--- config.mk ---
export PLATFORM = sky130hd
export DESIGN_NAME = slow_vram_responder_flat
export DESIGN_NICKNAME = d
export VERILOG_FILES = /design/src/rtl/slow_vram_responder_if.sv /design/src/rtl/slow_vram_responder.sv /design/src/flat_wrapper.sv
export SDC_FILE = /design/constraint.sdc
export NUM_CORES = 1
export LEC_CHECK = 0
export ABC_CLOCK_PERIOD_IN_PS = 5000
export CORE_UTILIZATION = 35
export DETAILED_ROUTE_END_ITERATION = 6
export PLACE_DENSITY_LB_ADDON = 0.25
export SYNTH_ARGS = -nofsm -noshare
export SYNTH_HDL_FRONTEND = slang
export SYNTH_SLANG_ARGS = --single-unit
export TNS_END_PERCENT = 10
--- constraint.sdc ---
create_clock -name CLK -period 5 [get_ports CLK]
set_clock_uncertainty 0.05 [all_clocks]
set_input_delay 1 -clock CLK [delete_from_list [all_inputs] [get_ports CLK]]
set_output_delay 1 -clock CLK [all_outputs]
set_load 0.02 [all_outputs]
--- src/rtl/slow_vram_responder_if.sv ---
// Slow VRAM responder bus bundle.
// Groups the slow VRAM side (address, write data, strobes, read data) and the
// 32-bit external memory request/acknowledge port with status outputs.
//   slave  : the responder (drives SVRAM_DATA_IN, MEM_*, BUSY, ERR)
//   master : the environment (drives SVRAM_*, BOE, BWE, VRAM_CYCLE, MEM_RDATA, MEM_ACK)
interface slow_vram_responder_if;
    logic [14:0] SVRAM_ADDR;
    logic [15:0] SVRAM_DATA_OUT;
    logic        BOE;
    logic        BWE;
    logic [1:0]  VRAM_CYCLE;
    logic [31:0] SVRAM_DATA_IN;
    logic        MEM_REQ;
    logic        MEM_WE;
    logic [13:0] MEM_ADDR;
    logic [1:0]  MEM_WMASK;
    logic [31:0] MEM_WDATA;
    logic [31:0] MEM_RDATA;
    logic        MEM_ACK;
    logic        BUSY;
    logic [1:0]  ERR;

    modport slave (
        input  SVRAM_ADDR, SVRAM_DATA_OUT, BOE, BWE, VRAM_CYCLE, MEM_RDATA, MEM_ACK,
        output SVRAM_DATA_IN, MEM_REQ, MEM_WE, MEM_ADDR, MEM_WMASK, MEM_WDATA, BUSY, ERR
    );

    modport master (
        output SVRAM_ADDR, SVRAM_DATA_OUT, BOE, BWE, VRAM_CYCLE, MEM_RDATA, MEM_ACK,
        input  SVRAM_DATA_IN, MEM_REQ, MEM_WE, MEM_ADDR, MEM_WMASK, MEM_WDATA, BUSY, ERR
    );
endinterface

--- src/rtl/slow_vram_responder.sv ---
// Memory-side responder for the slow VRAM bus.
// Converts slow VRAM reads into cached 32-bit word-pair fetches and CPU writes
// (BWE falling edge while BOE=1) into masked 32-bit writes through a one-deep
// write buffer. Writes always win arbitration over reads.
// Ports:
//   CLK    : clock, rising edge
//   RESET  : asynchronous active-high reset
//   bus    : slow_vram_responder_if.slave (SVRAM side, MEM port, BUSY, ERR)
// Parameter:
//   ACK_TIMEOUT : cycles MEM_REQ waits for MEM_ACK before abandoning (1..255)
// Build option:
//   SVRAM_PAIR_FETCH_EN defined   -> tag covers the word pair, data is the full pair
//   SVRAM_PAIR_FETCH_EN undefined -> tag covers the full word address, the
//                                    addressed word is returned in [15:0]
module slow_vram_responder #(
    parameter int unsigned ACK_TIMEOUT = 31
) (
    input logic                    CLK,
    input logic                    RESET,
    slow_vram_responder_if.slave   bus
);

`ifdef SVRAM_PAIR_FETCH_EN
    localparam int unsigned TAG_W = 14;
`else
    localparam int unsigned TAG_W = 15;
`endif
    localparam int unsigned CNT_W = 8;

    typedef enum logic [1:0] {
        ST_IDLE = 2'd0,
        ST_RD   = 2'd1,
        ST_WR   = 2'd2
    } state_t;

    state_t             state_q, state_d;
    logic               bwe_q;
    logic               wbuf_full_q, wbuf_full_d;
    logic               wbuf_new_q, wbuf_new_d;
    logic [14:0]        wbuf_addr_q;
    logic [15:0]        wbuf_data_q;
    logic               tag_valid_q;
    logic [TAG_W-1:0]   tag_q;
    logic               lsb_q;
    logic [CNT_W-1:0]   cnt_q;
    logic [31:0]        rdata_q;
    logic               mem_req_q;
    logic               mem_we_q;
    logic [13:0]        mem_addr_q;
    logic [1:0]         mem_wmask_q;
    logic [31:0]        mem_wdata_q;
    logic               busy_q;
    logic [1:0]         err_q;

    logic               wr_pulse;
    logic               read_miss;
    logic [CNT_W-1:0]   cnt_inc;
    logic               timeout;
    logic               done;
    logic               overrun;
    logic [TAG_W-1:0]   addr_tag;
    logic [TAG_W-1:0]   inflight_tag;
    logic [31:0]        rd_word;
    logic [31:0]        wt_word;
    logic               unused_cycle_hint;

    // VRAM_CYCLE is a hint only and does not steer arbitration.
    assign unused_cycle_hint = ^bus.VRAM_CYCLE;

    // Tag/data shaping for the two cache modes.
`ifdef SVRAM_PAIR_FETCH_EN
    assign addr_tag     = bus.SVRAM_ADDR[14:1];
    assign inflight_tag = mem_addr_q;
    assign rd_word      = bus.MEM_RDATA;
    assign wt_word      = lsb_q ? {mem_wdata_q[15:0], rdata_q[15:0]}
                                : {rdata_q[31:16], mem_wdata_q[15:0]};
`else
    assign addr_tag     = bus.SVRAM_ADDR;
    assign inflight_tag = {mem_addr_q, lsb_q};
    assign rd_word      = {16'h0000, (lsb_q ? bus.MEM_RDATA[31:16] : bus.MEM_RDATA[15:0])};
    assign wt_word      = {16'h0000, mem_wdata_q[15:0]};
`endif

    assign wr_pulse  = bus.BOE & bwe_q & ~bus.BWE;
    assign read_miss = ~bus.BOE & (~tag_valid_q | (tag_q != addr_tag));
    assign cnt_inc   = cnt_q + CNT_W'(1);
    assign timeout   = ~bus.MEM_ACK & (cnt_inc == CNT_W'(ACK_TIMEOUT));
    // Ack is only honoured while a request is outstanding.
    assign done      = mem_req_q & (bus.MEM_ACK | timeout);

    // Next state and write-buffer occupancy.
    // wbuf_new marks a capture that happened after the in-flight write latched
    // its data, so the buffer must stay full when that write retires.
    always_comb begin
        state_d     = state_q;
        wbuf_full_d = wbuf_full_q;
        wbuf_new_d  = wbuf_new_q;
        overrun     = 1'b0;
        case (state_q)
            ST_IDLE: begin
                wbuf_new_d = 1'b0;
                if (wbuf_full_q) begin
                    state_d = ST_WR;
                end else if (read_miss) begin
                    state_d = ST_RD;
                end
            end
            ST_RD: begin
                if (done) state_d = ST_IDLE;
            end
            ST_WR: begin
                if (done) begin
                    state_d     = ST_IDLE;
                    wbuf_full_d = wbuf_new_q;
                    wbuf_new_d  = 1'b0;
                end
            end
            default: state_d = ST_IDLE;
        endcase
        // A pulse on the edge that frees the buffer is not an overrun.
        if (wr_pulse) begin
            overrun     = wbuf_full_d;
            wbuf_full_d = 1'b1;
            if (state_d == ST_WR) wbuf_new_d = 1'b1;
        end
    end

    // State, cache, write buffer and registered outputs.
    always_ff @(posedge CLK or posedge RESET) begin
        if (RESET) begin
            state_q     <= ST_IDLE;
            bwe_q       <= 1'b1;
            wbuf_full_q <= 1'b0;
            wbuf_new_q  <= 1'b0;
            wbuf_addr_q <= '0;
            wbuf_data_q <= '0;
            tag_valid_q <= 1'b0;
            tag_q       <= '0;
            lsb_q       <= 1'b0;
            cnt_q       <= '0;
            rdata_q     <= '0;
            mem_req_q   <= 1'b0;
            mem_we_q    <= 1'b0;
            mem_addr_q  <= '0;
            mem_wmask_q <= '0;
            mem_wdata_q <= '0;
            busy_q      <= 1'b0;
            err_q       <= '0;
        end else begin
            bwe_q       <= bus.BWE;
            state_q     <= state_d;
            wbuf_full_q <= wbuf_full_d;
            wbuf_new_q  <= wbuf_new_d;
            busy_q      <= (state_d != ST_IDLE) | wbuf_full_d;
            if (overrun) err_q[1] <= 1'b1;
            if (wr_pulse) begin
                wbuf_addr_q <= bus.SVRAM_ADDR;
                wbuf_data_q <= bus.SVRAM_DATA_OUT;
            end
            case (state_q)
                ST_IDLE: begin
                    if (wbuf_full_q) begin
                        mem_req_q   <= 1'b1;
                        mem_we_q    <= 1'b1;
                        mem_addr_q  <= wbuf_addr_q[14:1];
                        lsb_q       <= wbuf_addr_q[0];
                        mem_wmask_q <= wbuf_addr_q[0] ? 2'b10 : 2'b01;
                        mem_wdata_q <= {2{wbuf_data_q}};
                        cnt_q       <= '0;
                    end else if (read_miss) begin
                        mem_req_q   <= 1'b1;
                        mem_we_q    <= 1'b0;
                        mem_addr_q  <= bus.SVRAM_ADDR[14:1];
                        lsb_q       <= bus.SVRAM_ADDR[0];
                        mem_wmask_q <= 2'b00;
                        cnt_q       <= '0;
                    end
                end
                ST_RD, ST_WR: begin
                    if (done) begin
                        mem_req_q <= 1'b0;
                        if (timeout) begin
                            err_q[0] <= 1'b1;
                        end else if (state_q == ST_RD) begin
                            rdata_q     <= rd_word;
                            tag_q       <= inflight_tag;
                            tag_valid_q <= 1'b1;
                        end else if (tag_valid_q && (tag_q == inflight_tag)) begin
                            rdata_q <= wt_word;
                        end
                    end else begin
                        cnt_q <= cnt_inc;
                    end
                end
                default: ;
            endcase
        end
    end

    assign bus.SVRAM_DATA_IN = rdata_q;
    assign bus.MEM_REQ       = mem_req_q;
    assign bus.MEM_WE        = mem_we_q;
    assign bus.MEM_ADDR      = mem_addr_q;
    assign bus.MEM_WMASK     = mem_wmask_q;
    assign bus.MEM_WDATA     = mem_wdata_q;
    assign bus.BUSY          = busy_q;
    assign bus.ERR           = err_q;

endmodule

--- src/flat_wrapper.sv ---
// flat-port wrapper written by rule: the top's interface ports become plain ports
module slow_vram_responder_flat 
#(
    parameter int unsigned ACK_TIMEOUT = 31
)
  (CLK, RESET, bus_SVRAM_ADDR, bus_SVRAM_DATA_OUT, bus_BOE, bus_BWE, bus_VRAM_CYCLE, bus_MEM_RDATA, bus_MEM_ACK, bus_SVRAM_DATA_IN, bus_MEM_REQ, bus_MEM_WE, bus_MEM_ADDR, bus_MEM_WMASK, bus_MEM_WDATA, bus_BUSY, bus_ERR);
  slow_vram_responder_if bus_i ();
  input logic CLK;
  input logic RESET;
  input wire logic [$bits(bus_i.SVRAM_ADDR)-1:0] bus_SVRAM_ADDR;
  input wire logic [$bits(bus_i.SVRAM_DATA_OUT)-1:0] bus_SVRAM_DATA_OUT;
  input wire logic [$bits(bus_i.BOE)-1:0] bus_BOE;
  input wire logic [$bits(bus_i.BWE)-1:0] bus_BWE;
  input wire logic [$bits(bus_i.VRAM_CYCLE)-1:0] bus_VRAM_CYCLE;
  input wire logic [$bits(bus_i.MEM_RDATA)-1:0] bus_MEM_RDATA;
  input wire logic [$bits(bus_i.MEM_ACK)-1:0] bus_MEM_ACK;
  output wire logic [$bits(bus_i.SVRAM_DATA_IN)-1:0] bus_SVRAM_DATA_IN;
  output wire logic [$bits(bus_i.MEM_REQ)-1:0] bus_MEM_REQ;
  output wire logic [$bits(bus_i.MEM_WE)-1:0] bus_MEM_WE;
  output wire logic [$bits(bus_i.MEM_ADDR)-1:0] bus_MEM_ADDR;
  output wire logic [$bits(bus_i.MEM_WMASK)-1:0] bus_MEM_WMASK;
  output wire logic [$bits(bus_i.MEM_WDATA)-1:0] bus_MEM_WDATA;
  output wire logic [$bits(bus_i.BUSY)-1:0] bus_BUSY;
  output wire logic [$bits(bus_i.ERR)-1:0] bus_ERR;
  assign bus_i.SVRAM_ADDR = bus_SVRAM_ADDR;
  assign bus_i.SVRAM_DATA_OUT = bus_SVRAM_DATA_OUT;
  assign bus_i.BOE = bus_BOE;
  assign bus_i.BWE = bus_BWE;
  assign bus_i.VRAM_CYCLE = bus_VRAM_CYCLE;
  assign bus_i.MEM_RDATA = bus_MEM_RDATA;
  assign bus_i.MEM_ACK = bus_MEM_ACK;
  assign bus_SVRAM_DATA_IN = bus_i.SVRAM_DATA_IN;
  assign bus_MEM_REQ = bus_i.MEM_REQ;
  assign bus_MEM_WE = bus_i.MEM_WE;
  assign bus_MEM_ADDR = bus_i.MEM_ADDR;
  assign bus_MEM_WMASK = bus_i.MEM_WMASK;
  assign bus_MEM_WDATA = bus_i.MEM_WDATA;
  assign bus_BUSY = bus_i.BUSY;
  assign bus_ERR = bus_i.ERR;
  slow_vram_responder #(.ACK_TIMEOUT(ACK_TIMEOUT)) u_core (.CLK(CLK), .RESET(RESET), .bus(bus_i));
endmodule
# == Word-level counts from Yosys, hierarchy flattened ==
# Cells that the tools add are included.
# word_totals
reg_bits,146
in_bits,70
out_inout_bits,85
elab_cells,88
# op_classes
addsub,1
eq_ne,9
mux,32
n_bitwise,13
n_reduce_logical,14
# ops
cell,n
$mux W32,2
$mux W14,2
$mux W8,3
$mux W16,1
$pmux W8 S2,1
$eq A15 B15 Y1,1
$ne A15 B15 Y1,1
$mux W1,14
$mux W2,6
$reduce_and A3 Y1,3
$add A8 B1 Y8 const B,1
$eq A8 B5 Y1 const B,1
$reduce_and A4 Y1,2
$reduce_bool A2 Y1,4
$and A1 B1 Y1,5
$not A1 Y1,5
$eq A2 B2 Y1 const B,2
$pmux W1 S2,2
$pmux W2 S2,1
$reduce_and A2 Y1,2
$ne A3 B1 Y1 const B,1
$or A1 B1 Y1,3
$eq A2 B1 Y1 const B,1
$logic_not A2 Y1,1
other kinds (4),4

# == Longest topological paths before layout ==
# Gate-level depths: netlist of run 1.
# depth
ltp_word,10
ltp_mapped,9
depth_no_buf,8

# == Worst setup path after synthesis of run 1 ==
# Ideal clock, no wire load.
# synth_timing
kind,input to register
from,input port bus_SVRAM_ADDR[11]
to,"register u_core.mem_addr_q[0], in the netlist u_core.bus.MEM_ADDR[0]"
setup_ns,0.125
arrival_time_ns,2.416
t_required_ns,4.825
slack_ns,2.409
cell_stages,7
path_buffers,1
path_cell_list,xnor2_1 -> nand4_1 -> nor4_2 -> nor2_2 -> o21ai_4 -> buf_8 -> mux2_4
# synth_between
elab_chain_cells,5
# synth_rtl
element,line_no,rtl
"start, declared",flat_wrapper.sv:10,input wire logic [$bits(bus_i.SVRAM_ADDR)-1:0] bus_SVRAM_ADDR;
$ne A15 B15 Y1,slow_vram_responder.sv:85,assign read_miss = ~bus.BOE & (~tag_valid_q | (tag_q != addr_tag));
$or A1 B1 Y1,slow_vram_responder.sv:85,
$and A1 B1 Y1,slow_vram_responder.sv:85,
$reduce_bool A2 Y1 (no line),-,
$reduce_and A2 Y1 (no line),-,
"end signal, assigned",slow_vram_responder.sv:165,mem_addr_q <= wbuf_addr_q[14:1];
"end signal, assigned",slow_vram_responder.sv:173,mem_addr_q <= bus.SVRAM_ADDR[14:1];
"end, declared",slow_vram_responder.sv:49,logic [13:0] mem_addr_q;
# No other way between the ends.
# A chain may end at the register's enable or synchronous reset.

# == Worst setup path after layout of run 1 ==
# layout_timing
from,input port bus_SVRAM_ADDR[5]
to,"register u_core.mem_addr_q[11], in the netlist u_core.bus.MEM_ADDR[11]"
# The elaborated chain is that of the path after synthesis.

==> results.json, run 1 <==
{
  "postCtsSetupRepairBufs": 0,
  "avgRoutedWirePerCell_um": 15.9,
  "syn_area_mm2": 0.00571,
  "place_hpwl_um": 9250,
  "grt_pass1_wl_um": 20900,
  "cts_tree": "built",
  "synth_edf_count": 0,
  "row_count": 46,
  "vias": 4000,
  "drt-initial-drc-count": 159,
  "period_needed_ns": 3.21,
  "die_x_um": 130,
  "worst_ir_drop_vdd_mv": 0.265,
  "worstSkewPairLatency_ns": 0.41,
  "synth_fa_ha_area_share_pct": 1.32,
  "syn_inst": 479,
  "critPathLaunchType": "input pin",
  "initial_utilization_pct": 35.9,
  "intPower_mw": 3.02,
  "grt_pass1_vias": 4010,
  "synth_top_family_by_area": "multiplexers",
  "combPwrFrac_pct": 43.0,
  "seqPwrFrac_pct": 34.6,
  "critPathMaxFanout": 18,
  "drive_above_1_share_pct": 22.2,
  "synthFlopType": "dfrtp_1",
  "post-route-period-util_pct": 64.2,
  "core_area_mm2": 0.0159,
  "place.port_buffers": 136,
  "antenna_found_initial": 0,
  "postRouteAntennaNets": 0,
  "drv_cap": 0,
  "outcome": "finished, final reports clean",
  "synth_warnings": 0,
  "worstMarginPinSlew_ns": 1.19,
  "clkTransAtPathRegs_ns": 0.05,
  "gr-total-overflow": 0,
  "ys_seq_area_share_pct": 50.0,
  "rsz0062_at_grt": "no",
  "synth_compound_area_share_pct": 8.79,
  "ioPinCount": 155,
  "synth-xor-area-share_pct": 4.60,
  "gp_congestion": 0.756,
  "p_leak_nw": 3.14,
  "nets": 676,
  "hold_ws_ns": 0.414,
  "grt_usage_pct": 16.6,
  "numClockSinks": 114,
  "synth.area.mux_share_pct": 21.1,
  "ctsResizeCount": 0,
  "vias_per_cell": 4.83,
  "cp.required_ns": 5.25,
  "finalSetupTns_ns": 0,
  "netlist.area_leader.share_pct": 49.5,
  "areaGrowthSynthToFinish_pct": 33.7,
  "p_switching_mw": 1.72,
  "finalSetupViolations": 0,
  "clk_path_buf_depth": 2,
  "synth_common_cells": "dfrtp_1 (113), mux2_2 (84), o21ai_0 (40)",
  "fmax_mhz": 311,
  "fillers": 1454,
  "hold_viol_final": 0,
  "cts_made_buffers": 17,
  "synth_most_common_cell": "dfrtp_1",
  "ys_types": 57,
  "p_per_area_mw_per_mm2": 621,
  "arrival_ns": 3.46,
  "hold_buffers": 0,
  "grt_max_degree": 88,
  "finalMaxSlewViolations": 0,
  "end_kind": "register",
  "die_area_mm2": 0.0168,
  "yosys.area.top_type": "dfrtp_1",
  "die_h_um": 130,
  "num_antenna_cells": 0,
  "h-tree-depth": 4,
  "drcViolationCount": 0,
  "wl_um": 13200,
  "netlist_top_cells_area": "dfrtp_1 (50%), mux2_2 (17%), xnor2_1 (4.6%), buf_4 (4.2%), o21ai_0 (3.5%)",
  "synth-seq-cells": 114,
  "worstHoldPathType": "reg -> reg",
  "ys_async_sr_fraction_pct": 100,
  "slew_headroom_pct": 20.4,
  "crit_type": "in -> reg",
  "drt_pass1_iterations": 4,
  "yosys.area_share.simple_pct": 7.28,
  "ctsRootBufferMaster": "clkbuf_16",
  "power_frac_clock_pct": 22.4,
  "avgSynthCellArea_um2": 11.9,
  "netSwitchingFraction_pct": 36.3
}
## critical path: stages
cell and delay [ns]:
clkdlybuf4s50_1 0.46, xnor2_1 0.27, nand4_1 0.14, nor4_2 0.40, nor2_2 0.13, o21ai_4 0.64
mux2_2 0.41
## registers in the layout, indices dropped and copies added, names as in the netlist
name / count
u_core.bus.BUSY: 1
u_core.bus.ERR: 2
u_core.bus.MEM_ADDR: 14
u_core.bus.MEM_REQ: 1
u_core.bus.MEM_WDATA: 16
u_core.bus.MEM_WE: 1
u_core.bus.MEM_WMASK: 2
u_core.bus.SVRAM_DATA_IN: 16
u_core.bwe_q: 1
u_core.cnt_q: 8
u_core.lsb_q: 1
u_core.state_q: 2
u_core.tag_q: 15
u_core.tag_valid_q: 1
u_core.wbuf_addr_q: 15
u_core.wbuf_data_q: 16
u_core.wbuf_full_q: 1
u_core.wbuf_new_q: 1
## logic make-up after synthesis
group,after synthesis
simple gates,79
other cells,1
flops,114
compound gates,75
mux,107
xor+xnor,30
buf+inv,67
fa+ha+maj,6
## metrics by stage
step | utilization [%] | instance area [µm²] | setup WS [ns] | instances | power (mW)
2_1_floorplan | - | 5760 | 0.936 | 494 | 2.95
3_3_place_gp | 44.7 | 7110 | 1.32 | 797 | 3.65
3_5_place_dp | 44.7 | 7110 | 1.31 | 797 | 3.71
4_1_cts | 48.0 | 7630 | 1.75 | 829 | 4.80
5_1_grt | 48.0 | 7630 | 1.64 | 829 | 5.02
6_report | 48.0 | 7630 | 1.79 | 829 | 4.74
## power groups by stage
stage                     registers [mW]  clock network, mW  logic (mW)
final                               1.64               1.06        2.03
after global routing                1.70               1.13        2.19
after CTS                           1.65               1.09        2.06
after detailed placement            1.66                  0        2.05
after global placement              1.63                  0        2.02
after floorplan                     1.75                  0        1.19
## placed cells by master (no fill, tap or decap), drive strengths merged, types with 4 or more instances in the layout
| cell type | count |
|---|---|
| dfrtp | 113 |
| buf | 6 |
| clkbuf | 23 |
| mux2i | 17 |
| nand4 | 11 |
| ha | 6 |
| o31ai | 4 |
| inv | 12 |
| nand2b | 4 |
| conb | 16 |
| a21oi | 7 |
| clkinv | 5 |
| mux2 | 90 |
| nand2 | 37 |
| clkinvlp | 4 |
| o21ai | 41 |
| nor2 | 4 |
| xnor2 | 30 |
| clkdlybuf4s50 | 136 |
## worst paths after layout
| kind | cells past startpoint | from | end | slack, ns |
|---|---|---|---|---|
| setup / recovery | 7 | bus_SVRAM_ADDR[5] | u_core.bus.MEM_ADDR[11]$_DFFE_PP0P_ | 1.79 |
| min in group asynchronous | 2 | RESET | u_core.wbuf_addr_q[10]$_DFFE_PP0P_ | 1.16 |
| setup reg to reg | 4 | u_core.wbuf_full_q$_DFF_PP0_ | u_core.wbuf_new_q$_DFF_PP0_ | 2.09 |
| hold reg to reg | 1 | u_core.bus.ERR[0]$_DFFE_PP0P_ | u_core.bus.ERR[0]$_DFFE_PP0P_ | 0.41 |
| hold / removal | 1 | u_core.bus.ERR[0]$_DFFE_PP0P_ | u_core.bus.ERR[0]$_DFFE_PP0P_ | 0.41 |
| max in group asynchronous | 3 | RESET | u_core.tag_q[7]$_DFFE_PP0P_ | 2.90 |
## layer usage
| metal | vias to the layer above | wire length (µm) | share of wire, % | track usage (%) |
|---|---|---|---|---|
| met4 | 0 | 170 | 1.3 | 5.95 |
| met2 | 105 | 6770 | 51 | 28.7 |
| met1 | 1987 | 5530 | 42 | 19.4 |
| li1 | 1892 | - | - | - |
| met3 | 16 | 700 | 5.3 | 5.41 |
| met5 | - | 0 | 0 | 0 |
## cell type report
type	count	area [µm²]	area share, %
Tap cell	216	270	3.54
Inverter	12	47.5	0.623
Timing Repair Buffer	142	1410	18.4
Clock inverter	9	58.8	0.770
Sequential cell	114	2850	37.4
Clock buffer	23	468	6.13
Multi-Input combinational cell	313	2530	33.1
Note: power is estimated with default switching activity, not from simulation.
==> run 2, diff against run 1 <==
- ABC_CLOCK_PERIOD_IN_PS: 5000 -> 2590
- clock period: 5 -> 2.59 ns (I/O delays scaled with it)
==> results.json, run 2 (synthesis results as in run 1) <==
{
  "intPower_mw": 6.45,
  "ctsRootBufferMaster": "clkbuf_16",
  "grt_pass1_vias": 4054,
  "gr-total-overflow": 0,
  "drcViolationCount": 0,
  "worstHoldPathType": "reg -> reg",
  "cp.required_ns": 2.81,
  "finish.utilization_pct": 49.9,
  "place_hpwl_um": 9150,
  "grt_max_degree": 115,
  "rsz0062_at_grt": "no",
  "post-place-ws_ns": -0.141,
  "end_kind": "register",
  "period_needed_ns": 2.44,
  "vias": 4025,
  "die_x_um": 130,
  "place.port_buffers": 136,
  "cts_made_buffers": 17,
  "hold_viol_final": 0,
  "drv_cap": 0,
  "r2r-start": "u_core.cnt_q[0]$_DFFE_PP0P_",
  "core_area_mm2": 0.0159,
  "slew_headroom_pct": 53.2,
  "vias_per_cell": 4.76,
  "drt-initial-drc-count": 165,
  "mostFrequentLayoutCells": "clkdlybuf4s50_1 (136), dfrtp_1 (113), mux2_2 (84)",
  "worstSkewPairLatency_ns": 0.41,
  "ctsResizeCount": 0,
  "power_frac_clock_pct": 26.5,
  "grt_pass1_wl_um": 21000,
  "wl_um": 13300,
  "hold_buffers": 0,
  "num_antenna_cells": 0,
  "stdcell_count": 845,
  "clkTransAtPathRegs_ns": 0.05,
  "cts_tree": "built",
  "worst_slack_ns": 0.148,
  "postCtsSetupRepairBufs": 0,
  "numClockSinks": 114,
  "drt_pass1_iterations": 4,
  "netSwitchingFraction_pct": 34.1,
  "fin_area_mm2": 0.00792,
  "outcome": "finished, final reports clean",
  "arrival_ns": 2.66,
  "avgRoutedWirePerCell_um": 15.7,
  "dr_wl_met2_um": 6490,
  "min_from": "u_core.bus.SVRAM_DATA_IN[1]$_DFFE_PP0P_",
  "post-route-period-util_pct": 94.3,
  "nets": 693,
  "h-tree-depth": 4,
  "worstMarginPinSlew_ns": 0.684,
  "dr_wl_met3_um": 746,
  "finalSetupTns_ns": 0,
  "finalMaxSlewViolations": 0,
  "clk_path_buf_depth": 2,
  "gp_congestion": 0.762,
  "drive_above_1_share_pct": 24.6,
  "fmax_mhz": 410,
  "areaGrowthSynthToFinish_pct": 38.8,
  "p_leak_nw": 3.30,
  "fillers": 1416,
  "final_common_cell": "clkdlybuf4s50_1",
  "routed.top_layer": "met4",
  "die_area_mm2": 0.0168,
  "initial_utilization_pct": 35.9,
  "seqPwrFrac_pct": 30.8,
  "worst_ir_drop_vdd_mv": 0.555,
  "dpl_cell_area_mm2": 0.00726,
  "row_count": 46,
  "critPathLaunchType": "register",
  "cp-startpoint": "u_core.cnt_q[0]$_DFFE_PP0P_",
  "combPwrFrac_pct": 42.7,
  "die_h_um": 130,
  "grt_usage_pct": 16.5,
  "finalSetupViolations": 0,
  "p_switching_mw": 3.34,
  "p_per_area_mw_per_mm2": 1240,
  "ioPinCount": 155,
  "critPathMaxFanout": 6,
  "drt-met1-wl_um": 5800,
  "postRouteAntennaNets": 0,
  "crit_type": "reg -> reg",
  "antenna_found_initial": 0,
  "dp.cells": 814
}
==> run 2: cell count changes in the layout (fill, tap and decap cells not counted), sizes merged <==
cell / before / now
buf: 6 / 23
bufinv: 0 / 5
clkbuf: 23 / 22
clkinv: 5 / 3
clkinvlp: 4 / 2
inv: 12 / 11
==> run 2: area by class of cell <==
class	count	area [µm²]	share of cell area, %
tap	216	270	3.41
sequential	114	2850	36.0
clock buffer	22	484	6.11
timing repair buffer	159	1560	19.7
clock inverter	9	176	2.23
inverter	12	48.8	0.616
multi-input combinational	313	2530	31.9
==> run 2: stage by stage <==
| stage | total power [mW] | hold slack [ns] |
|---|---|---|
| after floorplan | 5.69 | 0.403 |
| after global placement | 7.16 | 0.412 |
| after detailed placement | 7.26 | 0.415 |
| after CTS | 9.92 | 0.431 |
| after global routing | 10.3 | 0.446 |
| final | 9.79 | 0.423 |
==> run 2: layer usage <==
| layer | vias to the layer above | track usage [%] |
|---|---|---|
| li1 | 1927 | - |
| met1 | 1965 | 20.4 |
| met2 | 111 | 26.8 |
| met3 | 22 | 4.92 |
| met4 | 0 | 7.32 |
| met5 | - | 0 |
==> run 2: power groups by stage <==
stage          logic (mW)  registers, mW  clock network (mW)
6_report             4.18           3.02                2.59
5_1_grt              4.48           3.13                2.73
4_1_cts              4.23           3.03                2.65
3_5_place_dp         4.21           3.06                   0
3_3_place_gp         4.13           3.03                   0
2_1_floorplan        2.31           3.39                   0
==> run 2: final timing paths <==
path,endpoint,slack [ns],cells past startpoint
setup / recovery,u_core.bus.BUSY$_DFF_PP0_,0.15,8
hold / removal,u_core.bus.SVRAM_DATA_IN[1]$_DFFE_PP0P_,0.42,2
setup reg to reg,u_core.bus.BUSY$_DFF_PP0_,0.15,8
hold reg to reg,u_core.bus.SVRAM_DATA_IN[1]$_DFFE_PP0P_,0.42,2
max in group asynchronous,u_core.wbuf_data_q[1]$_DFFE_PP0P_,1.44,3
min in group asynchronous,u_core.bus.SVRAM_DATA_IN[13]$_DFFE_PP0P_,0.57,3
==> run 2: worst max-delay path: stages, from the launching register on <==
cell and delay, ns:
dfrtp_1 0.43, inv_1 0.12, ha_1 0.17, or4bb_1 0.50, a211oi_2 0.28, or2_2 0.22, o221ai_1 0.15, o21ba_4 0.27
o311ai_1 0.11
